**src/rtl/collision_pkg.sv**
```systemverilog
// -----------------------------------------------------------------------------
// collision_pkg
// Shared types for the collision tracker:
//   trackStateT  - scan FSM states
//   evtT         - one collision event {pair, frame} as stored in the event FIFO
//   pairIdxWidth - width of a flattened pair index i*NUM_OBJ+j
// -----------------------------------------------------------------------------
package collision_pkg;

    typedef enum logic {
        WAIT_SOF = 1'b0,
        SCAN     = 1'b1
    } trackStateT;

    // Pair field is sized for the largest supported object count (16*16 pairs).
    localparam int MAX_PAIR_W = 8;

    typedef struct packed {
        logic [MAX_PAIR_W-1:0] pair;
        logic [7:0]            frame;
    } evtT;

    function automatic int pairIdxWidth(input int numObj);
        return $clog2(numObj * numObj);
    endfunction

endpackage

```
**src/rtl/collision_tracker_evt_fifo.sv**
```systemverilog
// -----------------------------------------------------------------------------
// evt_fifo
// Show-ahead event FIFO with a registered head. The head entry and its valid
// flag come straight from flops, so the consumer sees no combinational path.
// Ports:
//   clk, reset          - clock, asynchronous active-high reset
//   pushValid/pushData  - write side; accepted when not full or popping
//   popReady            - consumer ready; a pop happens on outValid & popReady
//   outValid/outData    - registered head of the queue
//   full                - registered full flag
// -----------------------------------------------------------------------------
module evt_fifo #(
    parameter int WIDTH = 16,
    parameter int DEPTH = 8,
    localparam int AW   = $clog2(DEPTH)
) (
    input  logic             clk,
    input  logic             reset,
    input  logic             pushValid,
    input  logic [WIDTH-1:0] pushData,
    input  logic             popReady,
    output logic             outValid,
    output logic [WIDTH-1:0] outData,
    output logic             full
);

    logic [WIDTH-1:0] mem [DEPTH];
    logic [AW-1:0]    rdPtrR;
    logic [AW-1:0]    wrPtrR;
    logic [AW:0]      countR;
    logic [AW-1:0]    rdNextS;
    logic [AW-1:0]    wrNextS;
    logic [AW:0]      countAfterPopS;
    logic [AW:0]      countNextS;
    logic [WIDTH-1:0] headNextS;
    logic             popS;
    logic             pushS;

    // Next pointers, occupancy and next head entry.
    always_comb begin
        popS           = outValid && popReady;
        pushS          = pushValid && (!full || popS);
        rdNextS        = rdPtrR + AW'(popS);
        wrNextS        = wrPtrR + AW'(pushS);
        countAfterPopS = countR - (AW+1)'(popS);
        countNextS     = countAfterPopS + (AW+1)'(pushS);
        // When the queue drains to empty in this cycle the pushed word becomes
        // the head directly; otherwise the head is an entry already in memory.
        if (countNextS == '0) begin
            headNextS = '0;
        end else if (pushS && (countAfterPopS == '0)) begin
            headNextS = pushData;
        end else begin
            headNextS = mem[rdNextS];
        end
    end

    // Storage array write port (contents need no reset).
    always_ff @(posedge clk) begin
        if (pushS) begin
            mem[wrPtrR] <= pushData;
        end
    end

    // Pointers, occupancy and registered head.
    always_ff @(posedge clk or posedge reset) begin
        if (reset) begin
            rdPtrR   <= '0;
            wrPtrR   <= '0;
            countR   <= '0;
            outValid <= 1'b0;
            outData  <= '0;
            full     <= 1'b0;
        end else begin
            rdPtrR   <= rdNextS;
            wrPtrR   <= wrNextS;
            countR   <= countNextS;
            outValid <= (countNextS != '0);
            outData  <= headNextS;
            full     <= (countNextS == (AW+1)'(DEPTH));
        end
    end

endmodule

```
**src/rtl/collision_tracker.sv**
```systemverilog
// -----------------------------------------------------------------------------
// collision_tracker
// Detects per-pixel overlap of drawable objects, accumulates per-pair
// collisions over a frame, records the first collision coordinate and streams
// one event per newly colliding pair through a show-ahead FIFO.
// Ports:
//   clk, reset                 - clock, asynchronous active-high reset
//   drawingRequest[NUM_OBJ]    - per-object draw request for current pixel
//   pixelX, pixelY             - current pixel coordinate
//   startOfFrame               - one-cycle frame boundary pulse
//   clearOverflow              - clears the sticky overflow flag
//   frameCollision             - per-pair result of the last completed frame
//   firstHitX/Y, firstHitValid - first collision of the last completed frame
//   evtValid/evtReady          - event stream handshake
//   evtPair, evtFrame          - event payload (pair index, frame counter)
//   overflow                   - sticky: events were dropped at a frame edge
// -----------------------------------------------------------------------------
module collision_tracker
    import collision_pkg::*;
#(
    parameter int                           NUM_OBJ   = 8,
    parameter logic [NUM_OBJ*NUM_OBJ-1:0]   PAIR_MASK = '1,
    parameter int                           EVT_DEPTH = 8,
    localparam int                          NUM_PAIR  = NUM_OBJ * NUM_OBJ,
    localparam int                          PAIR_W    = pairIdxWidth(NUM_OBJ)
) (
    input  logic                clk,
    input  logic                reset,
    input  logic [NUM_OBJ-1:0]  drawingRequest,
    input  logic [10:0]         pixelX,
    input  logic [10:0]         pixelY,
    input  logic                startOfFrame,
    input  logic                clearOverflow,
    output logic [NUM_PAIR-1:0] frameCollision,
    output logic [10:0]         firstHitX,
    output logic [10:0]         firstHitY,
    output logic                firstHitValid,
    output logic                evtValid,
    input  logic                evtReady,
    output logic [PAIR_W-1:0]   evtPair,
    output logic [7:0]          evtFrame,
    output logic                overflow
);

    localparam logic [NUM_PAIR-1:0] PAIR_ONE = {{(NUM_PAIR-1){1'b0}}, 1'b1};

    trackStateT          stateR;
    trackStateT          stateNextS;
    logic [NUM_PAIR-1:0] hitS;
    logic [NUM_PAIR-1:0] stickyR;
    logic [NUM_PAIR-1:0] pendingR;
    logic [NUM_PAIR-1:0] stickyBaseS;
    logic [NUM_PAIR-1:0] liveHitS;
    logic [NUM_PAIR-1:0] newHitS;
    logic [NUM_PAIR-1:0] popMaskS;
    logic [NUM_PAIR-1:0] remainS;
    logic [NUM_PAIR-1:0] stickyNextS;
    logic [NUM_PAIR-1:0] pendingNextS;
    logic [7:0]          frameCntR;
    logic [10:0]         scanXR;
    logic [10:0]         scanYR;
    logic                scanValidR;
    logic [10:0]         scanXNextS;
    logic [10:0]         scanYNextS;
    logic                scanValidNextS;
    logic                scanBaseValidS;
    logic                captureS;
    logic                sofScanS;
    logic                popAnyS;
    logic [PAIR_W-1:0]   popIdxS;
    logic                canPushS;
    logic                pushS;
    logic                overflowSetS;
    logic                fifoFullS;
    evtT                 pushDataS;
    evtT                 headS;
    logic                unusedPairBits;

    // Raw per-pair hits; only the upper triangle (i<j) can ever be set.
    always_comb begin
        hitS = '0;
        for (int i = 0; i < NUM_OBJ; i++) begin
            for (int j = 0; j < NUM_OBJ; j++) begin
                if (i < j) begin
                    hitS[i*NUM_OBJ+j] = drawingRequest[i] & drawingRequest[j]
                                        & PAIR_MASK[i*NUM_OBJ+j];
                end else begin
                    hitS[i*NUM_OBJ+j] = 1'b0;
                end
            end
        end
    end

    // Pending/sticky/first-hit update and event push selection.
    always_comb begin
        // Lowest-index pending pair: scan downwards so the last match wins.
        popAnyS = |pendingR;
        popIdxS = '0;
        for (int k = NUM_PAIR - 1; k >= 0; k--) begin
            popIdxS = pendingR[k] ? PAIR_W'(k) : popIdxS;
        end

        // A full FIFO still accepts a push when it pops in the same cycle.
        canPushS = !fifoFullS || (evtValid && evtReady);
        pushS    = popAnyS && canPushS;
        popMaskS = pushS ? (PAIR_ONE << popIdxS) : '0;
        remainS  = pendingR & ~popMaskS;

        sofScanS = startOfFrame && (stateR == SCAN);
        liveHitS = (stateR == SCAN) ? hitS : '0;

        // At a frame edge the sticky set restarts, so a coincident hit counts
        // as new in the next frame; left-over pending events are discarded.
        stickyBaseS  = sofScanS ? '0 : stickyR;
        newHitS      = liveHitS & ~stickyBaseS;
        stickyNextS  = stickyBaseS | liveHitS;
        pendingNextS = (sofScanS ? '0 : remainS) | newHitS;
        overflowSetS = sofScanS && (|remainS);

        scanBaseValidS = sofScanS ? 1'b0 : scanValidR;
        captureS       = (|newHitS) && !scanBaseValidS;
        scanValidNextS = captureS ? 1'b1 : scanBaseValidS;
        scanXNextS     = captureS ? pixelX : (sofScanS ? 11'd0 : scanXR);
        scanYNextS     = captureS ? pixelY : (sofScanS ? 11'd0 : scanYR);

        pushDataS.pair  = MAX_PAIR_W'(popIdxS);
        pushDataS.frame = frameCntR;
    end

    // FSM next state: wait for the first frame edge, then scan forever.
    always_comb begin
        stateNextS = stateR;
        case (stateR)
            WAIT_SOF: stateNextS = startOfFrame ? SCAN : WAIT_SOF;
            SCAN:     stateNextS = SCAN;
            default:  stateNextS = WAIT_SOF;
        endcase
    end

    // FSM state register.
    always_ff @(posedge clk or posedge reset) begin
        if (reset) begin
            stateR <= WAIT_SOF;
        end else begin
            stateR <= stateNextS;
        end
    end

    // Scan state, frame results and overflow flag.
    always_ff @(posedge clk or posedge reset) begin
        if (reset) begin
            stickyR        <= '0;
            pendingR       <= '0;
            frameCntR      <= 8'd0;
            scanXR         <= 11'd0;
            scanYR         <= 11'd0;
            scanValidR     <= 1'b0;
            frameCollision <= '0;
            firstHitX      <= 11'd0;
            firstHitY      <= 11'd0;
            firstHitValid  <= 1'b0;
            overflow       <= 1'b0;
        end else begin
            stickyR    <= stickyNextS;
            pendingR   <= pendingNextS;
            scanXR     <= scanXNextS;
            scanYR     <= scanYNextS;
            scanValidR <= scanValidNextS;
            if (sofScanS) begin
                frameCollision <= stickyR;
                firstHitX      <= scanXR;
                firstHitY      <= scanYR;
                firstHitValid  <= scanValidR;
                frameCntR      <= frameCntR + 8'd1;
            end
            // Setting wins over a coincident clear.
            if (overflowSetS) begin
                overflow <= 1'b1;
            end else if (clearOverflow) begin
                overflow <= 1'b0;
            end
        end
    end

    evt_fifo #(
        .WIDTH ($bits(evtT)),
        .DEPTH (EVT_DEPTH)
    ) u_evt_fifo (
        .clk       (clk),
        .reset     (reset),
        .pushValid (pushS),
        .pushData  (pushDataS),
        .popReady  (evtReady),
        .outValid  (evtValid),
        .outData   (headS),
        .full      (fifoFullS)
    );

    assign evtPair  = headS.pair[PAIR_W-1:0];
    assign evtFrame = headS.frame;

    // Pair bits above PAIR_W are always zero for small object counts.
    assign unusedPairBits = ^headS.pair;

endmodule

```
**config.mk**
```make
export PLATFORM = sky130hd
export DESIGN_NAME = collision_tracker
export DESIGN_NICKNAME = d
export VERILOG_FILES = /design/src/rtl/collision_pkg.sv /design/src/rtl/collision_tracker_evt_fifo.sv /design/src/rtl/collision_tracker.sv
export SDC_FILE = /design/constraint.sdc
export NUM_CORES = 1
export LEC_CHECK = 0
export BUFFER_PORTS_ARGS = -buffer_cell sky130_fd_sc_hd__buf_4
export CORE_UTILIZATION = 45
export CTS_BUF_LIST = sky130_fd_sc_hd__clkbuf_8
export DETAILED_ROUTE_END_ITERATION = 8
export PLACE_DENSITY_LB_ADDON = 0.2
export SYNTH_ARGS = -nofsm -noshare
export SYNTH_HDL_FRONTEND = slang
export SYNTH_HIERARCHICAL = 1
export SYNTH_SLANG_ARGS = --single-unit
```
**constraint.sdc**
```tcl
create_clock -name clk -period 17.8 [get_ports clk]
set_input_delay 0.89 -clock clk [delete_from_list [all_inputs] [get_ports clk]]
set_output_delay 0.89 -clock clk [all_outputs]
set_load 0.01 [all_outputs]
```
==> impl_metrics.py <==
metrics = {
    "power": {
        "irDropWorstVdd_mv": 0.07432,
        "pwr_density_cell_mw_per_mm2": 138.8,
        "power.leakage_nw": 8.806,
    },
    "floorplan": {
        "die-area_mm2": 0.03773,
        "initial_core_util": 0.4554,
        "num_rows": 70,
        "die_x_um": 194.3,
        "die-height_um": 194.3,
        "ios": 138,
        "core_area_mm2": 0.03652,
    },
    "critical_path": {
        "ff2ff_path_depth": 11,
        "cp_max_fo": 31,
        "r2r-start": "pendingR[6]$_DFF_PP0_",
        "cp-end-kind": "flop",
        "crit_buf_inv": 1,
        "cpMostUsedCell": "nor4_1",
        "crit_type": "reg2reg",
        "path_cells": "nor4_1, o221ai_1, a211oi_1, o41a_1, or2_1, clkinv_2, o31ai_1, o2111ai_1, or4b_1, nor4_1, a32oi_1",
        "cpMaxStageDelayCell": "clkinv_2",
        "startpoint_type": "flop",
        "worstPathRequired_ns": 18.26,
        "critical_path.top_delay_family": "simple AND/OR/NAND/NOR gates",
        "cpPeakStageDelay_ns": 0.72,
        "crit_start": "pendingR[6]$_DFF_PP0_",
        "critPathArrivalTime_ns": 5.44,
        "cp.depth": 11,
    },
    "placed_design": {
        "gp_congestion": 0.9476,
        "dp_hpwl_um": 29710,
        "preCtsSetupSlack_ns": 12.98,
        "port_buffers": 137,
    },
    "layout": {
        "nNetsFinal": 1720,
        "area_growth_pct": 16.99,
        "drive_gt1_frac": 0.1867,
        "ff_latch_area_mm2": 0.01022,
        "multiInputGateArea_mm2": 0.005986,
        "n_fill_cell": 3285,
        "antennaDiodeCount": 0,
    },
    "min_path": {
        "holdPathStages": 2,
        "holdCritPathClass": "reg2reg",
        "worstHoldStart": "stickyR[42]$_DFF_PP0_",
    },
    "sta": {
        "finClkSkew_ns": 0.03220,
        "hold_violations": 0,
        "fin_setup_tns_ns": 0,
        "finalCritPeriodShare": 0.2795,
        "report.final.slew_viol_count": 0,
        "setup_ws_ns": 12.83,
        "fmax_ghz": 0.2010,
        "tightest_slew_ns": 1.293,
        "min_period_ns": 4.975,
        "rsz0062_at_grt": "false",
        "setup_viol": 0,
        "slew_headroom": 0.1361,
    },
    "clock_network": {
        "clk_latency_ns": 0.62,
        "clk_path_buf_depth": 3,
        "cts_root_buf": "clkbuf_8",
        "cts_hold_buf": 0,
        "clkTransAtPathRegs_ns": 0.07,
        "cts_buffers": 67,
        "h-tree-depth": 3,
        "postCtsSetupRepairBufs": 0,
        "cts.repair.resized": 0,
        "cts.sinks": 386,
        "cts_tree": "built",
    },
    "route": {
        "remaining_drc_errors": 0,
        "ant_nets": 0,
        "vias_per_cell": 5.657,
        "vias": 12433,
        "routed_wl_um": 45610,
        "wl_per_cell_um": 20.75,
        "drtIter0Drc": 934,
        "drt-pass1-iter-count": 5,
    },
    "logic_synthesis": {
        "synth_area_mm2": 0.01663,
        "avgSynthCellArea_um2": 10.84,
        "syn-num-nets": 1576,
        "synth_warnings": 6,
        "synthCells": 1534,
    },
    "grt": {
        "first_global_vias": 12502,
        "antenna_found_initial": 1,
        "grtUsageTotal": 0.2461,
        "grt_pass1_wl_um": 71970,
        "overflow": 0,
        "grt_max_degree": 134,
    },
    "run_status": {
        "status": "finished clean",
    },
    "job": {
        "max_cap_violations": 0,
    },
}
[state kept, by name (all words and copies together), names as in the netlist, 3 cells and up]
name	count
scanYR	11
u_evt_fifo/mem	112
scanXR	11
u_evt_fifo/wrPtrR	3
firstHitY	11
firstHitX	11
stickyR	64
u_evt_fifo/outData	14
frameCntR	8
pendingR	64
u_evt_fifo/countR	4
frameCollision	64
u_evt_fifo/rdPtrR	3
[tightest hold or removal path: cells and delay by family (launching register included)]
family	cells	cell delay, ns
and+or+nand+nor	2	0.10
DFF	1	0.33
[power by group]
part           switching, mW  internal [mW]  total [mW]  leakage (nW)
logic                  0.421          0.278       0.699          3.43
clock network          0.370          0.461       0.831         0.782
registers             0.0831           1.09        1.17          4.60
[cell usage in the layout, fill, tap and decap left out, types with 17 or more instances in the layout]
master and n:
edfxtp_1 112, inv_1 50, nor2_1 58, a21oi_1 26
nand3_1 22, nand4_1 17, o22ai_1 27, buf_4 152
nand2_1 436, clkbuf_8 85, dfrtp_1 274, and2_1 53
o21ai_0 82
[layout make-up]
class | instances | share of cell area
flip-flops and latches | 386 | 0.5252
multi-input cells | 1037 | 0.3076
clock buffers | 85 | 0.06012
repair buffers | 152 | 0.05864
well taps | 468 | 0.03009
clock inverters | 36 | 0.01132
inverters | 34 | 0.007009
[routing by layer]
layer,GRT usage,vias to the layer above,share of wire
met5,0,-,0.00031
met4,0.1079,2,0.037
met3,0.06262,111,0.067
met2,0.3772,456,0.46
met1,0.3318,6138,0.44
li1,-,5726,-
[per-stage QoR]
step,hold slack (ns),cell area [um^2],util,std cells,power [mW]
after floorplan,0.4304,16630,-,1534,1.636
after detailed placement,0.4411,18070,0.4947,2077,1.889
after global placement,0.4371,18070,0.4947,2077,1.878
final,0.4512,19460,0.5328,2198,2.701
after CTS,0.4371,19460,0.5328,2198,2.730
after global routing,0.4502,19460,0.5328,2198,2.836
[worst paths after layout]
check / slack (ns) / to
hold reg to reg: 0.45 / frameCollision[42]$_DFFE_PP0P_
setup / recovery: 12.83 / overflow$_DFFE_PP0P_
setup reg to reg: 12.83 / overflow$_DFFE_PP0P_
min in group asynchronous: 0.49 / frameCollision[59]$_DFFE_PP0P_
max in group asynchronous: 15.94 / firstHitY[8]$_DFFE_PP0P_
hold / removal: 0.45 / frameCollision[42]$_DFFE_PP0P_
Note: power is estimated with default switching activity, not from simulation.
